`src/rtl/alu_result_queue_if.sv`:
```
// Handshake bundle between the AddSub ALU, the result queue, the CDB arbiter and the flush source.
// The slave side is the queue; the master side is everything around it.
interface alu_result_queue_if #(
  parameter int DEPTH         = 4,
  parameter int ROB_IDX_WIDTH = 5,
  parameter int DATA_WIDTH    = 32
);
  logic                       in_valid;
  logic [ROB_IDX_WIDTH-1:0]   in_rob_idx;
  logic [DATA_WIDTH-1:0]      in_result;
  logic                       in_ready;
  logic                       cdb_valid;
  logic [ROB_IDX_WIDTH-1:0]   cdb_rob_idx;
  logic [DATA_WIDTH-1:0]      cdb_result;
  logic                       cdb_grant;
  logic                       flush_valid;
  logic [ROB_IDX_WIDTH-1:0]   flush_rob_idx;
  logic [ROB_IDX_WIDTH-1:0]   rob_head;
  logic [$clog2(DEPTH):0]     occupancy;

  modport slave (
    input  in_valid, in_rob_idx, in_result, cdb_grant,
           flush_valid, flush_rob_idx, rob_head,
    output in_ready, cdb_valid, cdb_rob_idx, cdb_result, occupancy
  );

  modport master (
    output in_valid, in_rob_idx, in_result, cdb_grant,
           flush_valid, flush_rob_idx, rob_head,
    input  in_ready, cdb_valid, cdb_rob_idx, cdb_result, occupancy
  );
endinterface

```
`src/rtl/alu_result_queue.sv`:
```
// In-order queue of AddSub ALU results feeding one CDB request port.
// Entries younger than a mispredicted branch are marked dead and drained silently.
module alu_result_queue #(
  parameter int DEPTH         = 4,
  parameter int ROB_IDX_WIDTH = 5,
  parameter int DATA_WIDTH    = 32
) (
  input  logic             clk,
  input  logic             rst,
  alu_result_queue_if.slave bus
);
  localparam int PW = $clog2(DEPTH);
  localparam int CW = PW + 1;

  logic [ROB_IDX_WIDTH-1:0] rob_q  [DEPTH];
  logic [DATA_WIDTH-1:0]    data_q [DEPTH];
  logic [DEPTH-1:0]         live_q;
  logic [PW-1:0]            wr_ptr;
  logic [PW-1:0]            rd_ptr;
  logic [CW-1:0]            count;

  logic                     not_empty;
  logic                     head_live;
  logic                     push;
  logic                     pop;
  logic [ROB_IDX_WIDTH-1:0] flush_age;
  logic                     in_squashed;

  // Age relative to the ROB head, so comparisons survive ROB index wrap.
  function automatic logic [ROB_IDX_WIDTH-1:0] age(input logic [ROB_IDX_WIDTH-1:0] x,
                                                   input logic [ROB_IDX_WIDTH-1:0] head);
    return x - head;
  endfunction

  always_comb begin
    not_empty   = (count != '0);
    head_live   = not_empty && live_q[rd_ptr];
    bus.in_ready    = (count < CW'(DEPTH)) && !rst;
    push        = bus.in_valid && bus.in_ready;
    // A dead head leaves without a grant; a live head needs one.
    pop         = not_empty && (!live_q[rd_ptr] || bus.cdb_grant);
    flush_age   = age(bus.flush_rob_idx, bus.rob_head);
    in_squashed = bus.flush_valid && (age(bus.in_rob_idx, bus.rob_head) > flush_age);
    bus.cdb_valid   = head_live && !rst;
    bus.cdb_rob_idx = rob_q[rd_ptr];
    bus.cdb_result  = data_q[rd_ptr];
    bus.occupancy   = rst ? '0 : count;
  end

  always_ff @(posedge clk) begin
    if (rst) begin
      wr_ptr <= '0;
      rd_ptr <= '0;
      count  <= '0;
      live_q <= '0;
    end else begin
      for (int unsigned i = 0; i < DEPTH; i++) begin
        if (bus.flush_valid && (age(rob_q[i], bus.rob_head) > flush_age))
          live_q[i] <= 1'b0;
      end
      if (push) begin
        rob_q[wr_ptr]  <= bus.in_rob_idx;
        data_q[wr_ptr] <= bus.in_result;
        live_q[wr_ptr] <= !in_squashed;
        wr_ptr         <= wr_ptr + 1'b1;
      end
      if (pop)
        rd_ptr <= rd_ptr + 1'b1;
      if (push && !pop)
        count <= count + 1'b1;
      else if (!push && pop)
        count <= count - 1'b1;
    end
  end
endmodule

```
`src/flat_wrapper.sv`:
```
// flat-port wrapper written by rule: the top's interface ports become plain ports
module alu_result_queue_flat 
#(
  parameter int DEPTH         = 4,
  parameter int ROB_IDX_WIDTH = 5,
  parameter int DATA_WIDTH    = 32
)
  (clk, rst, bus_in_valid, bus_in_rob_idx, bus_in_result, bus_cdb_grant, bus_flush_valid, bus_flush_rob_idx, bus_rob_head, bus_in_ready, bus_cdb_valid, bus_cdb_rob_idx, bus_cdb_result, bus_occupancy);
  alu_result_queue_if #(.DEPTH(DEPTH), .ROB_IDX_WIDTH(ROB_IDX_WIDTH), .DATA_WIDTH(DATA_WIDTH)) bus_i ();
  input  logic clk;
  input  logic rst;
  input wire logic [$bits(bus_i.in_valid)-1:0] bus_in_valid;
  input wire logic [$bits(bus_i.in_rob_idx)-1:0] bus_in_rob_idx;
  input wire logic [$bits(bus_i.in_result)-1:0] bus_in_result;
  input wire logic [$bits(bus_i.cdb_grant)-1:0] bus_cdb_grant;
  input wire logic [$bits(bus_i.flush_valid)-1:0] bus_flush_valid;
  input wire logic [$bits(bus_i.flush_rob_idx)-1:0] bus_flush_rob_idx;
  input wire logic [$bits(bus_i.rob_head)-1:0] bus_rob_head;
  output wire logic [$bits(bus_i.in_ready)-1:0] bus_in_ready;
  output wire logic [$bits(bus_i.cdb_valid)-1:0] bus_cdb_valid;
  output wire logic [$bits(bus_i.cdb_rob_idx)-1:0] bus_cdb_rob_idx;
  output wire logic [$bits(bus_i.cdb_result)-1:0] bus_cdb_result;
  output wire logic [$bits(bus_i.occupancy)-1:0] bus_occupancy;
  assign bus_i.in_valid = bus_in_valid;
  assign bus_i.in_rob_idx = bus_in_rob_idx;
  assign bus_i.in_result = bus_in_result;
  assign bus_i.cdb_grant = bus_cdb_grant;
  assign bus_i.flush_valid = bus_flush_valid;
  assign bus_i.flush_rob_idx = bus_flush_rob_idx;
  assign bus_i.rob_head = bus_rob_head;
  assign bus_in_ready = bus_i.in_ready;
  assign bus_cdb_valid = bus_i.cdb_valid;
  assign bus_cdb_rob_idx = bus_i.cdb_rob_idx;
  assign bus_cdb_result = bus_i.cdb_result;
  assign bus_occupancy = bus_i.occupancy;
  alu_result_queue #(.DEPTH(DEPTH), .ROB_IDX_WIDTH(ROB_IDX_WIDTH), .DATA_WIDTH(DATA_WIDTH)) u_core (.clk(clk), .rst(rst), .bus(bus_i));
endmodule
```
`config.mk`:
```
export PLATFORM = sky130hd
export DESIGN_NAME = alu_result_queue_flat
export DESIGN_NICKNAME = d
export VERILOG_FILES = /design/src/rtl/alu_result_queue_if.sv /design/src/rtl/alu_result_queue.sv /design/src/flat_wrapper.sv
export SDC_FILE = /design/constraint.sdc
export NUM_CORES = 1
export LEC_CHECK = 0
export BUFFER_PORTS_ARGS = -buffer_cell sky130_fd_sc_hd__buf_2
export CAP_MARGIN = 20
export CORE_AREA = 4 4 91 158
export DETAILED_ROUTE_END_ITERATION = 7
export DIE_AREA = 0 0 95 162
export PLACE_DENSITY = 0.78
export RECOVER_POWER = 100
export SYNTH_ARGS = -nofsm -noshare
export SYNTH_HDL_FRONTEND = slang
export SYNTH_SLANG_ARGS = --single-unit
```
`constraint.sdc`:
```
create_clock -name clk -period 3.7 [get_ports clk]
set_input_delay 0.555 -clock clk [delete_from_list [all_inputs] [get_ports clk]]
set_output_delay 0.555 -clock clk [all_outputs]
set_load 0.02 [all_outputs]
```
==> key figures <==
Synthesis
  • Synth unique cells: 43
  • Async SR Flop Fraction: 0%
  • Area of the mapped netlist: 7460 um^2
  • Syn Nets: between 500 and 600
  • Warnings, synthesis: 0
  • #FFs+latches synth: 161
  • Mapped Cells: 440
  • Mean post-synth cell area: 17.0 um^2
  • Main synth FF type: edfxtp_1
  • Seq/Total Area, Yosys: between 60% and 70%
  • EDFF count, synth: ~150

CTS
  • Number of hold buffers added after cts: 0
  • CTS tree: built
  • Post-CTS sizing: 0
  • CTS max path bufs: 2
  • Clk sinks: around 160
  • Worst-path clk slew: 0.06 ns
  • Post-CTS setup buffers: 0
  • CTS Buf Count: 17
  • Worst-Skew Late Latency: just over 0.4 ns
  • Number of H-tree levels: 4
  • CTS Root Buffer Type: clkbuf_16

STA
  • RSZ-0062 raised after global routing: false
  • Pins Over Slew Limit: 0
  • Fin crit share: a little under nine tenths
  • Finish-stage setup viols: 0
  • Fin crit period: ~3.2 ns
  • Final Skew: between 0.008 and 0.009 ns
  • Final Hold Viols: 0
  • Hold Slack: around 0.39 ns
  • Max_slew headroom: between 10% and 20%
  • Fmax: between 300 and 400 MHz
  • Final worst slack: 0.529 ns
  • Post-Route Setup TNS: 0 ns
  • Worst-margin pin slew: ~1.3 ns

Die
  • Top-Level Pins: 94
  • Initial core utilization: 56.7%
  • Full die area: roughly 15000 um^2
  • DIE WIDTH: approximately 95 um
  • Die height: ~160 um
  • Row count: 56
  • Core Area: roughly 13000 um^2

Critical path
  • Element type at the critical path start: primary input
  • Reg2Reg Capture Point: u_core.rob_q[1][3]
  • FF-to-FF setup slack: between 0.5 and 0.6 ns
  • CP peak stage delay: 0.47 ns
  • Worst Path Required: between 3 and 4 ns
  • CP arrival: 3.44 ns
  • Buf/Inv on CP: 3
  • Depth of the most critical reg-to-reg path: 4
  • Worst path top cell family by delay: compound AO/OA/AOI/OAI gates
  • CP max FO: 6
  • Critical path's slowest cell: a211oi_1
  • Cells along the critical path: buf_2, inv_1, ha_1, inv_1, fa_1, a21o_1, a21oi_1, xnor2_1, ha_1, nand4_1, o21ai_0, o22a_1, a211oi_1, o22ai_2
  • Setup CP Type: primary input to flop
  • Worst setup startpoint: bus_flush_rob_idx[0]
  • Critical R2R Launch: u_core.count[2]
  • Crit end category: flop
  • Levels on crit path: 14

Routing
  • DR WL/cell: 21.3 um
  • DRT iter0 DRCs: 199
  • Drt first pass iters: 4
  • DRC viols: 0
  • Final wirelength: between 15000 and 20000 um
  • Vias per Instance: approximately 5.7
  • Routed Antenna Nets: 0
  • Total number of vias: ~4.2k

Final layout
  • Antenna diode count: 0
  • Commonest non-fill, non-tap cells in the layout: 148 x edfxtp_1, 80 x clkbuf_1, 44 x ha_1
  • Nets: 653
  • Area grow syn2layout: 15.9%
  • Commonest non-fill, non-tap cell in the layout: edfxtp_1
  • Post-layout util: 65.7%
  • Fraction of layout instances using a drive strength above 1: 17.8%
  • Fillers: 1021

Worst hold path
  • HP Start: bus_in_result[11]
  • Hold Crit Class: primary input to flop
  • Hold EP: u_core.data_q[1][11]
  • Hold Crit Depth: 1

Power and ir drop
  • Power density cells: ~640 nW/um^2
  • Leakage: between 0.003 and 0.004 uW
  • Max IR drop VDD: roughly 0.00055 V

Global routing
  • Total track usage: between 20% and 30%
  • Largest net degree at the start of global routing: 38
  • Global-route wire length before repair: roughly 25000 um
  • Initial antenna violation count: 0
  • Met1 usage: between 20% and 30%
  • Total global routing overflow: 0
  • M2 GR Usage: about two fifths
  • Grt met3 use: around 4%
  • Layer with the highest usage: met2
  • Vias in the first global route: between 4k and 5k

Place
  • Port bufs: between 90 and 100
  • RePlAce Congestion: roughly 0.84
  • Place WS: ~0.31 ns
  • HPWL after DPL: 11100 um

Job
  • MaxCap Viol Count: 0

Run status
  • Status: finished, final reports clean
-- where the power goes --
group	total [uW]	internal (uW)	switching, uW
combinational	1510	629	882
sequential	2240	2120	123
clock	1820	1120	694
total	5570	3870	1700
-- cell type report --
| class | count | area [um^2] | share of cell area (%) |
|---|---|---|---|
| tap | 174 | 218 | 2.52 |
| inverter | 22 | 82.6 | 0.954 |
| multi-input combinational | 243 | 2590 | 29.9 |
| clock inverter | 13 | 183 | 2.11 |
| sequential | 161 | 4710 | 54.4 |
| timing repair buffer | 105 | 448 | 5.18 |
| clock buffer | 17 | 425 | 4.92 |
-- metal layers --
metal	wire (um)	up-vias
met4	623	0
met1	5440	2132
met5	0	-
met2	9090	109
li1	-	1944
met3	479	32
-- cells in the mapped netlist (all sizes together) (3+ instances only) --
cell type / instances / area [um^2]
a21o: 10 / 75.1
clkbuf: 5 / 18.8
o2111a: 4 / 45.0
edfxtp: 148 / 4440
a21oi: 19 / 106
nand2: 13 / 48.8
and2: 4 / 25.0
xor2: 14 / 138
mux4: 38 / 856
nand2b: 9 / 63.8
o21ai: 15 / 75.1
a211oi: 5 / 42.5
ha: 44 / 551
inv: 22 / 82.6
fa: 7 / 140
buf: 9 / 58.8
nand4: 4 / 25.0
nor2: 11 / 43.8
nor2b: 5 / 33.8
xnor2: 21 / 184
a31oi: 3 / 18.8
dfxtp: 13 / 260
o22ai: 8 / 56.3
-- worst max-delay path by stage --
stage | endpoint | slack, ns
2_1_floorplan | u_core.live_q[2] | 0.63
3_3_place_gp | u_core.live_q[2] | 0.41
3_5_place_dp | u_core.live_q[2] | 0.31
4_1_cts | u_core.live_q[2] | 0.74
5_1_grt | u_core.rob_q[1][3] | 0.28
6_report | u_core.live_q[2] | 0.53
-- cells by family (layout without fill, tap and decap cells) --
| kind of cell | count (synthesis) | in the layout | synth area share (%) |
|---|---|---|---|
| AO/OA/AOI/OAI | 67 | 67 | 6.03 |
| XOR/XNOR | 35 | 35 | 4.31 |
| adder cells (fa/ha/maj) | 51 | 51 | 9.25 |
| buffers and inverters | 36 | 157 | 2.15 |
| flip-flops | 161 | 161 | 63.0 |
| multiplexers | 39 | 39 | 11.6 |
| AND/OR/NAND/NOR | 51 | 51 | 3.64 |
-- sequential cells by signal, summed over array words and instances, names as in the netlist, named ones only --
register	count
u_core.count	3
u_core.data_q	128
u_core.live_q	4
u_core.rd_ptr	2
u_core.rob_q	20
u_core.wr_ptr	2
-- stage by stage --
step | cells | instance area [um^2] | power (uW)
after floorplan | 440 | 7460 | 3390
after global placement | 705 | 8170 | 3840
after detailed placement | 705 | 8170 | 3870
after CTS | 735 | 8780 | 5700
after global routing | 735 | 8650 | 5840
final | 735 | 8650 | 5570
-- worst register-to-register path: stages (launching register included) --
cell      delay [ns]
dfxtp_1         0.35
nor2b_1         0.38
nor2b_1         0.49
and2_1          1.06
clkbuf_1        0.49
No activity file was read; power rests on OpenSTA's default activity.
